## config.mk

```make
export PLATFORM = sky130hd
export DESIGN_NAME = param_sync_fifo
export DESIGN_NICKNAME = d
export VERILOG_FILES = /design/src/rtl/sync_fifo_pkg.sv /design/src/rtl/sync_fifo_ram.sv /design/src/rtl/param_sync_fifo.sv
export SDC_FILE = /design/constraint.sdc
export NUM_CORES = 1
export LEC_CHECK = 0
export CAP_MARGIN = 10
export CORE_UTILIZATION = 30
export DETAILED_ROUTE_END_ITERATION = 8
export HOLD_SLACK_MARGIN = 0.06
export SLEW_MARGIN = 10
export SYNTH_ARGS = -nofsm -noshare
export SYNTH_HDL_FRONTEND = slang
export SYNTH_SLANG_ARGS = --single-unit
```

## constraint.sdc

```tcl
create_clock -name clk -period 2.9 [get_ports clk]
set_clock_uncertainty 0.1 [all_clocks]
set_input_delay 0.29 -clock clk [delete_from_list [all_inputs] [get_ports clk]]
set_output_delay 0.29 -clock clk [all_outputs]
set_load 0.05 [all_outputs]
```

## src/rtl/sync_fifo_pkg.sv

```systemverilog
// Shared defaults and pointer-width derivation for the synchronous FIFO.
package sync_fifo_pkg;

    localparam int DEF_DATA_W = 16;
    localparam int DEF_DEPTH  = 16;

    // One extra pointer bit beyond the address distinguishes full from empty.
    function automatic int ptr_w(input int depth);
        return $clog2(depth) + 1;
    endfunction

endpackage

```

## src/rtl/sync_fifo_ram.sv

```systemverilog
// DEPTH x DATA_W register-array storage: one write port, one read port with
// both a registered (load-on-read) and a combinational read output.
module sync_fifo_ram
    import sync_fifo_pkg::*;
#(
    parameter int DATA_W = DEF_DATA_W,
    parameter int DEPTH  = DEF_DEPTH
) (
    input  logic                      clk,
    input  logic                      rst,
    input  logic                      i_wr_en,
    input  logic [ptr_w(DEPTH)-2:0]   i_wr_addr,
    input  logic [DATA_W-1:0]         i_wr_data,
    input  logic                      i_rd_en,
    input  logic [ptr_w(DEPTH)-2:0]   i_rd_addr,
    output logic [DATA_W-1:0]         o_rd_data_q,
    output logic [DATA_W-1:0]         o_rd_data_c
);

    logic [DATA_W-1:0] r_mem [DEPTH];
    logic [DATA_W-1:0] r_rd_data_p1;

    always_ff @(posedge clk) begin
        if (i_wr_en) begin
            r_mem[i_wr_addr] <= i_wr_data;
        end
    end

    // Read register clears on reset; the array itself is never cleared.
    always_ff @(posedge clk) begin
        if (rst) begin
            r_rd_data_p1 <= '0;
        end else if (i_rd_en) begin
            r_rd_data_p1 <= r_mem[i_rd_addr];
        end
    end

    assign o_rd_data_q = r_rd_data_p1;
    assign o_rd_data_c = r_mem[i_rd_addr];

endmodule

```

## src/rtl/param_sync_fifo.sv

```systemverilog
// Parameterised synchronous FIFO with registered flags/count and error pulses.
// Define SYNC_FIFO_FWFT_EN for first-word-fall-through read behaviour.
module param_sync_fifo
    import sync_fifo_pkg::*;
#(
    parameter int DATA_W = DEF_DATA_W,
    parameter int DEPTH  = DEF_DEPTH,
    parameter int AF_LVL = DEPTH - 2,
    parameter int AE_LVL = 2
) (
    input  logic                    clk,
    input  logic                    rst,
    input  logic                    fifo_wr_en,
    input  logic [DATA_W-1:0]       fifo_wr_data,
    output logic                    fifo_full,
    output logic                    fifo_almost_full,
    output logic                    fifo_wr_err,
    input  logic                    fifo_rd_en,
    output logic [DATA_W-1:0]       fifo_rd_data,
    output logic                    fifo_rd_valid,
    output logic                    fifo_empty,
    output logic                    fifo_almost_empty,
    output logic                    fifo_rd_err,
    output logic [ptr_w(DEPTH)-1:0] fifo_count
);

    localparam int PTR_W  = ptr_w(DEPTH);
    localparam int ADDR_W = PTR_W - 1;
    localparam logic [PTR_W-1:0] AF_C = PTR_W'(AF_LVL);
    localparam logic [PTR_W-1:0] AE_C = PTR_W'(AE_LVL);

    logic [PTR_W-1:0]  r_wr_ptr, r_rd_ptr, r_count;
    logic              r_full, r_empty, r_af, r_ae, r_wr_err, r_rd_err;
    logic              w_wr_acc, w_rd_acc, w_full_nxt;
    logic [PTR_W-1:0]  w_wr_ptr_nxt, w_rd_ptr_nxt, w_count_nxt;
    logic [DATA_W-1:0] w_rd_data_q, w_rd_data_c;

    // Requests are ignored while reset is high.
    assign w_wr_acc = fifo_wr_en & ~r_full  & ~rst;
    assign w_rd_acc = fifo_rd_en & ~r_empty & ~rst;

    assign w_wr_ptr_nxt = r_wr_ptr + {{(PTR_W-1){1'b0}}, w_wr_acc};
    assign w_rd_ptr_nxt = r_rd_ptr + {{(PTR_W-1){1'b0}}, w_rd_acc};
    assign w_count_nxt  = w_wr_ptr_nxt - w_rd_ptr_nxt;
    assign w_full_nxt   = (w_wr_ptr_nxt[PTR_W-1] != w_rd_ptr_nxt[PTR_W-1]) &&
                          (w_wr_ptr_nxt[ADDR_W-1:0] == w_rd_ptr_nxt[ADDR_W-1:0]);

    always_ff @(posedge clk) begin
        if (rst) begin
            r_wr_ptr <= '0;
            r_rd_ptr <= '0;
            r_count  <= '0;
            r_full   <= 1'b0;
            r_empty  <= 1'b1;
            r_af     <= 1'b0;
            r_ae     <= 1'b1;
            r_wr_err <= 1'b0;
            r_rd_err <= 1'b0;
        end else begin
            r_wr_ptr <= w_wr_ptr_nxt;
            r_rd_ptr <= w_rd_ptr_nxt;
            r_count  <= w_count_nxt;
            r_full   <= w_full_nxt;
            r_empty  <= (w_wr_ptr_nxt == w_rd_ptr_nxt);
            r_af     <= (w_count_nxt >= AF_C);
            r_ae     <= (w_count_nxt <= AE_C);
            r_wr_err <= fifo_wr_en & r_full;
            r_rd_err <= fifo_rd_en & r_empty;
        end
    end

    sync_fifo_ram #(
        .DATA_W (DATA_W),
        .DEPTH  (DEPTH)
    ) u_ram (
        .clk         (clk),
        .rst         (rst),
        .i_wr_en     (w_wr_acc),
        .i_wr_addr   (r_wr_ptr[ADDR_W-1:0]),
        .i_wr_data   (fifo_wr_data),
        .i_rd_en     (w_rd_acc),
        .i_rd_addr   (r_rd_ptr[ADDR_W-1:0]),
        .o_rd_data_q (w_rd_data_q),
        .o_rd_data_c (w_rd_data_c)
    );

`ifdef SYNC_FIFO_FWFT_EN
    logic w_unused_rd_q;
    assign w_unused_rd_q = ^w_rd_data_q;
    assign fifo_rd_data  = w_rd_data_c;
    assign fifo_rd_valid = ~r_empty;
`else
    logic r_rd_vld_p1;
    logic w_unused_rd_c;

    // Valid follows the accepted read by one cycle, alongside the read register.
    always_ff @(posedge clk) begin
        if (rst) begin
            r_rd_vld_p1 <= 1'b0;
        end else begin
            r_rd_vld_p1 <= w_rd_acc;
        end
    end

    assign w_unused_rd_c = ^w_rd_data_c;
    assign fifo_rd_data  = w_rd_data_q;
    assign fifo_rd_valid = r_rd_vld_p1;
`endif

    assign fifo_full         = r_full;
    assign fifo_almost_full  = r_af;
    assign fifo_empty        = r_empty;
    assign fifo_almost_empty = r_ae;
    assign fifo_wr_err       = r_wr_err;
    assign fifo_rd_err       = r_rd_err;
    assign fifo_count        = r_count;

endmodule

```

==> results of run 1 <==
how the worst max path moves through the flow:
stage | endpoint | cells past startpoint
after detailed placement | fifo_almost_empty$_SDFF_PP1_ | 11
after floorplan | fifo_almost_empty$_SDFF_PP1_ | 11
final | fifo_almost_empty$_SDFF_PP1_ | 10
after global routing | fifo_almost_empty$_SDFF_PP1_ | 10
after global placement | fifo_almost_empty$_SDFF_PP1_ | 12
after CTS | fifo_almost_empty$_SDFF_PP1_ | 10
routing by layer:
| layer | global-route usage | wire (um) | vias to the layer above |
|---|---|---|---|
| met3 | 0.0232 | 1370 | 40 |
| met5 | 0 | 13 | - |
| met2 | 0.210 | 11700 | 132 |
| li1 | - | - | 2369 |
| met4 | 0.0318 | 523 | 2 |
| met1 | 0.163 | 9810 | 2736 |
through the flow:
stage / total power [uW] / util / area (sq um) / std cells
floorplan: 5070 / - / 11300 / 513
CTS: 9190 / 0.374 / 13800 / 1150
finish: 9100 / 0.374 / 13800 / 1150
global route: 9390 / 0.374 / 13800 / 1150
global placement: 5250 / 0.346 / 12800 / 1094
detailed placement: 5270 / 0.346 / 12800 / 1094
where the power goes:
group / internal, uW / total [uW] / switching, uW
logic: 218 / 502 / 284
registers: 4640 / 4670 / 25.9
clock network: 2370 / 3930 / 1560
worst register-to-register path, stage by stage (launching register included):
cell and delay [ps]:
dfxtp_1 320, nor3b_1 370, ha_1 290, buf_4 130
ha_1 170, xor2_1 350, xnor2_1 200, o21ai_1 120
and2_1 180, or2_1 240, a31o_1 170
final cells by class:
| cell class | instances | share of cell area |
|---|---|---|
| inverter | 6 | 0.00163 |
| multi-input combinational | 189 | 0.195 |
| tap | 504 | 0.0457 |
| clock buffer | 42 | 0.0606 |
| sequential | 294 | 0.613 |
| timing repair buffer | 101 | 0.0699 |
| clock inverter | 14 | 0.0140 |
cells in the final DEF (no fill, tap or decap), types with 4 or more instances in the layout:
cell and count:
nand3_1 5, bufinv_16 4, nor3_2 4, ha_1 8, xnor2_1 5, clkbuf_1 8, edfxtp_1 256, nor2b_1 7
dfxtp_1 36, nor2_2 7, clkdlybuf4s50_1 47, nor2_1 21, inv_1 6, clkinv_2 4, mux4_1 26, clkbuf_8 4
buf_12 7, a22o_1 15, mux4_2 54, xor2_1 8, clkbuf_16 30, buf_4 47
flip-flops by register name (all words and copies together) (netlist names):
register and cells:
fifo_almost_empty 1, fifo_almost_full 1, fifo_count 5, fifo_empty 1
fifo_full 1, fifo_rd_err 1, fifo_rd_valid 1, fifo_wr_err 1
r_rd_ptr 5, r_wr_ptr 5, u_ram.o_rd_data_q 16, u_ram.r_mem 256
logic make-up (layout without fill, tap and decap cells):
kind of cell,after synthesis,after routing,share of synthesized area
flops,294,294,0.747
mux,81,81,0.169
simple gates,62,62,0.0285
buf+inv,30,163,0.0184
compound gates,24,24,0.0169
xor+xnor,13,13,0.0101
fa+ha+maj,9,9,0.00974
==> flow_metrics.env, run 1 <==
export IMPL_status="complete, no violations"
export IMPL_hold_path_class="input port to flop"
export IMPL_cpMaxStageDelayCell="nor3b_1"
export IMPL_drc=0
export IMPL_async_flop_share=0
export IMPL_setup_worst_path_start="fifo_full$_SDFF_PP0_"
export IMPL_num_vias=5279
export IMPL_max_slew_margin_rel=0.642
export IMPL_yosysUniqueCellTypes=39
export IMPL_cts_sinks=294
export IMPL_crit_path_max_incr_delay_ps=370
export IMPL_antenna_found_initial=1
export IMPL_final_hold_violation_count=0
export IMPL_crit_type="flop to flop"
export IMPL_leakage_uw=0.00442
export IMPL_cts_reportedPaths_clkPinSlew_ps=60
export IMPL_min_to="fifo_wr_err$_SDFF_PP0_"
export IMPL_grt_use_total=0.124
export IMPL_synth_edf_count=256
export IMPL_maxCapViolations=0
export IMPL_rows=70
export IMPL_hold_start="fifo_wr_en"
export IMPL_num_fill_cells=3291
export IMPL_arrival_ps=3080
export IMPL_core_sq_um=36900
export IMPL_htreeDepth=1
export IMPL_peakVddDrop_uv=431
export IMPL_area_growth_pct=22.0
export IMPL_ant_nets=0
export IMPL_tightest_slew_ps=537
export IMPL_synth_fp_nets=541
export IMPL_crit_family="simple AND/OR/NAND/NOR gates"
export IMPL_r2r_cells=10
export IMPL_grt_pass1_wl_mm=35.2
export IMPL_dr_pass1_iters=4
export IMPL_gr_total_overflow=0
export IMPL_n_antenna_cell=0
export IMPL_post_cts_setup_buffer_count=0
export IMPL_fin_ws_ps=163
export IMPL_ios=48
export IMPL_fin_nets=650
export IMPL_die_h_um=196
export IMPL_viasPerCell=4.59
export IMPL_worst_endpoint_required_ps=3240
export IMPL_cts_buffers=30
export IMPL_die_area_sq_um=38500
export IMPL_wirelength_mm=23.4
export IMPL_clk_latency_ps=560
export IMPL_drive_gt1_frac=0.266
export IMPL_synthFlopType="edfxtp_1"
export IMPL_post_dp_hpwl_mm=14.1
export IMPL_synth_seq_cells=294
export IMPL_regArea_sq_um=8450
export IMPL_pre_cts_ws_ps=-335
export IMPL_powerDensity_nw_per_um2=660
export IMPL_gp_congestion=0.788
export IMPL_finalSetupViolCount=0
export IMPL_clk_path_buf_depth=3
export IMPL_hold_slack_ps=269
export IMPL_final_setup_tns_ps=0
export IMPL_post_drt_wl_per_cell_um=20.3
export IMPL_period_needed_ps=2740
export IMPL_reg2reg_setup_slack_ps=160
export IMPL_yosys_top_cells_count="edfxtp_1, mux4_2, dfxtp_1"
export IMPL_die_w_um=196
export IMPL_yosysMostFrequentCell="edfxtp_1"
export IMPL_grt_pass1_vias=5713
export IMPL_io_buffers=47
export IMPL_yosysTopAreaCell="edfxtp_1"
export IMPL_synthesis_area_sq_um=11300
export IMPL_final_period_utilization=0.944
export IMPL_initial_core_util=0.307
export IMPL_cts_tree="yes"
export IMPL_yosysTopAreaCellShare=0.680
export IMPL_max_freq_mhz=365
export IMPL_critPathMaxFanout=5
export IMPL_cts_root_buf="clkbuf_16"
export IMPL_grt_setup_unrepaired="false"
export IMPL_drtIter0Drc=405
export IMPL_critical_path_buf_inv_count=1
export IMPL_rr_endpoint="fifo_almost_empty$_SDFF_PP1_"
export IMPL_reg2reg_from="fifo_full$_SDFF_PP0_"
export IMPL_cp_start_kind="flop"
export IMPL_cts_resized=0
export IMPL_cpMostUsedCell="ha_1"
export IMPL_ys_top_cells_by_area="edfxtp_1, mux4_2, dfxtp_1"
export IMPL_synth_seq_area_share=0.747
export IMPL_endpoint_kind="flop"
export IMPL_avgSynthCellArea_sq_um=22.0
export IMPL_crit_chain="nor3b_1 > ha_1 > buf_4 > ha_1 > xor2_1 > xnor2_1 > o21ai_1 > and2_1 > or2_1 > a31o_1"
export IMPL_cts_hold_buffers_added=0
export IMPL_syn_inst=513
export IMPL_grt_max_degree=43
export IMPL_multiInputGateArea_sq_um=2690
export IMPL_hold_depth=2
export IMPL_yosys_warnings=0
export IMPL_slew_viol_final=0
Power figures use the tool's default switching activity.
==> run 2, diff against run 1 <==
CORE_UTILIZATION = 54   (was 30)
PLACE_DENSITY = 0.75   (was default)
RECOVER_POWER = 25   (was default)
==> flow_metrics.env, run 2 (synthesis results as in run 1) <==
export IMPL_core_sq_um=20400
export IMPL_met3_usage=0.0363
export IMPL_critPathMaxFanout=5
export IMPL_hold_path_class="input port to flop"
export IMPL_peakVddDrop_uv=431
export IMPL_n_antenna_cell=0
export IMPL_max_slew_margin_rel=0.596
export IMPL_top_register="u_ram.r_mem"
export IMPL_wirelength_mm=21.7
export IMPL_hold_depth=2
export IMPL_r2r_cells=10
export IMPL_fin_cells=910
export IMPL_clk_path_buf_depth=3
export IMPL_die_area_sq_um=21500
export IMPL_post_dp_hpwl_mm=13.4
export IMPL_largest_register_ffs=256
export IMPL_cp_start_kind="flop"
export IMPL_arrival_ps=2910
export IMPL_final_period_utilization=0.892
export IMPL_cpMostUsedCell="ha_1"
export IMPL_cts_resized=0
export IMPL_crit_path_max_incr_delay_ps=350
export IMPL_die_w_um=147
export IMPL_fin_util=0.651
export IMPL_endpoint_kind="flop"
export IMPL_dp_cells=858
export IMPL_tightest_slew_ps=604
export IMPL_grt_pass1_wl_mm=33.4
export IMPL_slew_viol_final=0
export IMPL_use_met1=0.284
export IMPL_cp_depth=10
export IMPL_period_needed_ps=2590
export IMPL_hold_slack_ps=283
export IMPL_fin_total_pwr_uw=8630
export IMPL_io_buffers=47
export IMPL_cpMaxStageDelayCell="dfxtp_1"
export IMPL_post_drt_wl_per_cell_um=23.9
export IMPL_max_freq_mhz=387
export IMPL_final_cell_mix="edfxtp_1, mux4_2, buf_4"
export IMPL_rows=52
export IMPL_grt_use_total=0.212
export IMPL_grt_setup_unrepaired="false"
export IMPL_layout_commonest_cell="edfxtp_1"
export IMPL_cts_root_buf="clkbuf_16"
export IMPL_crit_chain="nor3b_2 > ha_1 > nand3_1 > xor2_1 > ha_1 > a31oi_1 > o21ai_1 > and2_1 > or2_1 > a31o_1"
export IMPL_finalSetupViolCount=0
export IMPL_htreeDepth=1
export IMPL_post_cts_setup_buffer_count=0
export IMPL_drc=0
export IMPL_grtUsageMet2=0.360
export IMPL_ant_nets=0
export IMPL_drive_gt1_frac=0.248
export IMPL_cts_sinks=294
export IMPL_leakage_uw=0.00435
export IMPL_worst_endpoint_required_ps=3220
export IMPL_crit_family="simple AND/OR/NAND/NOR gates"
export IMPL_status="complete, no violations"
export IMPL_gp_congestion=0.829
export IMPL_grt_max_degree=49
export IMPL_clk_latency_ps=530
export IMPL_num_vias=5367
export IMPL_powerDensity_nw_per_um2=651
export IMPL_drtIter0Drc=485
export IMPL_area_growth_pct=17.3
export IMPL_gr_max_usage_layer="met2"
export IMPL_initial_core_util=0.555
export IMPL_cts_buffers=28
export IMPL_crit_type="flop to flop"
export IMPL_dr_pass1_iters=5
export IMPL_critical_path_buf_inv_count=0
export IMPL_final_hold_violation_count=0
export IMPL_viasPerCell=5.90
export IMPL_fin_nets=646
export IMPL_cts_hold_buffers_added=0
export IMPL_antenna_found_initial=0
export IMPL_ios=48
export IMPL_die_h_um=147
export IMPL_cts_tree="yes"
export IMPL_final_setup_tns_ps=0
export IMPL_gr_total_overflow=0
export IMPL_grt_pass1_vias=5599
export IMPL_cts_reportedPaths_clkPinSlew_ps=60
export IMPL_maxCapViolations=0
[run 2: cell types whose count changed in the layout (fill, tap and decap cells not counted), sizes merged]
cell / delta
clkinv: +12
clkinvlp: -1
clkdlybuf4s50: -9
bufinv: -2
inv: -1
buf: -3
dlygate4sd3: +9
clkbuf: -11
[run 2: path summary, 6_finish.rpt]
path	from	endpoint	slack [ps]
max	fifo_empty$_SDFF_PP1_	fifo_almost_empty$_SDFF_PP1_	310
min	fifo_wr_en	fifo_wr_err$_SDFF_PP0_	280
max reg2reg	fifo_empty$_SDFF_PP1_	fifo_almost_empty$_SDFF_PP1_	310
min reg2reg	u_ram.o_rd_data_q[14]$_SDFFE_PP0P_	u_ram.o_rd_data_q[14]$_SDFFE_PP0P_	380
[run 2: worst register-to-register path: stages, from the launching register on]
cell	delay (ps)
dfxtp_1	350
nor3b_2	250
ha_1	240
nand3_1	100
xor2_1	300
ha_1	310
a31oi_1	130
o21ai_1	90
and2_1	180
or2_1	250
a31o_1	180
[run 2: layer usage]
layer / vias to the layer above / share of wire
met1: 2811 / 0.41
met3: 36 / 0.057
met5: - / 0
met4: 0 / 0.019
met2: 162 / 0.52
li1: 2358 / -
[run 2: report_power, final]
part	total, uW	switching (uW)	internal, uW
Combinational	491	284	207
Sequential	4670	23.7	4640
Clock	3470	1480	1990
[run 2: area by class of cell]
class                   count  area (sq um)
inverters                   6          22.5
repair buffers             99           882
clock buffers              30           729
clock inverters            22           158
well taps                 270           338
multi-input cells         189          2680
fillers                  1295          7110
flip-flops and latches    294          8450
[run 2: through the flow]
step	setup slack, ps	instance area (sq um)
finish	313	13300
floorplan	-120	11300
detailed placement	-267	12400
global placement	-150	12400
global route	63.2	13300
CTS	231	13300
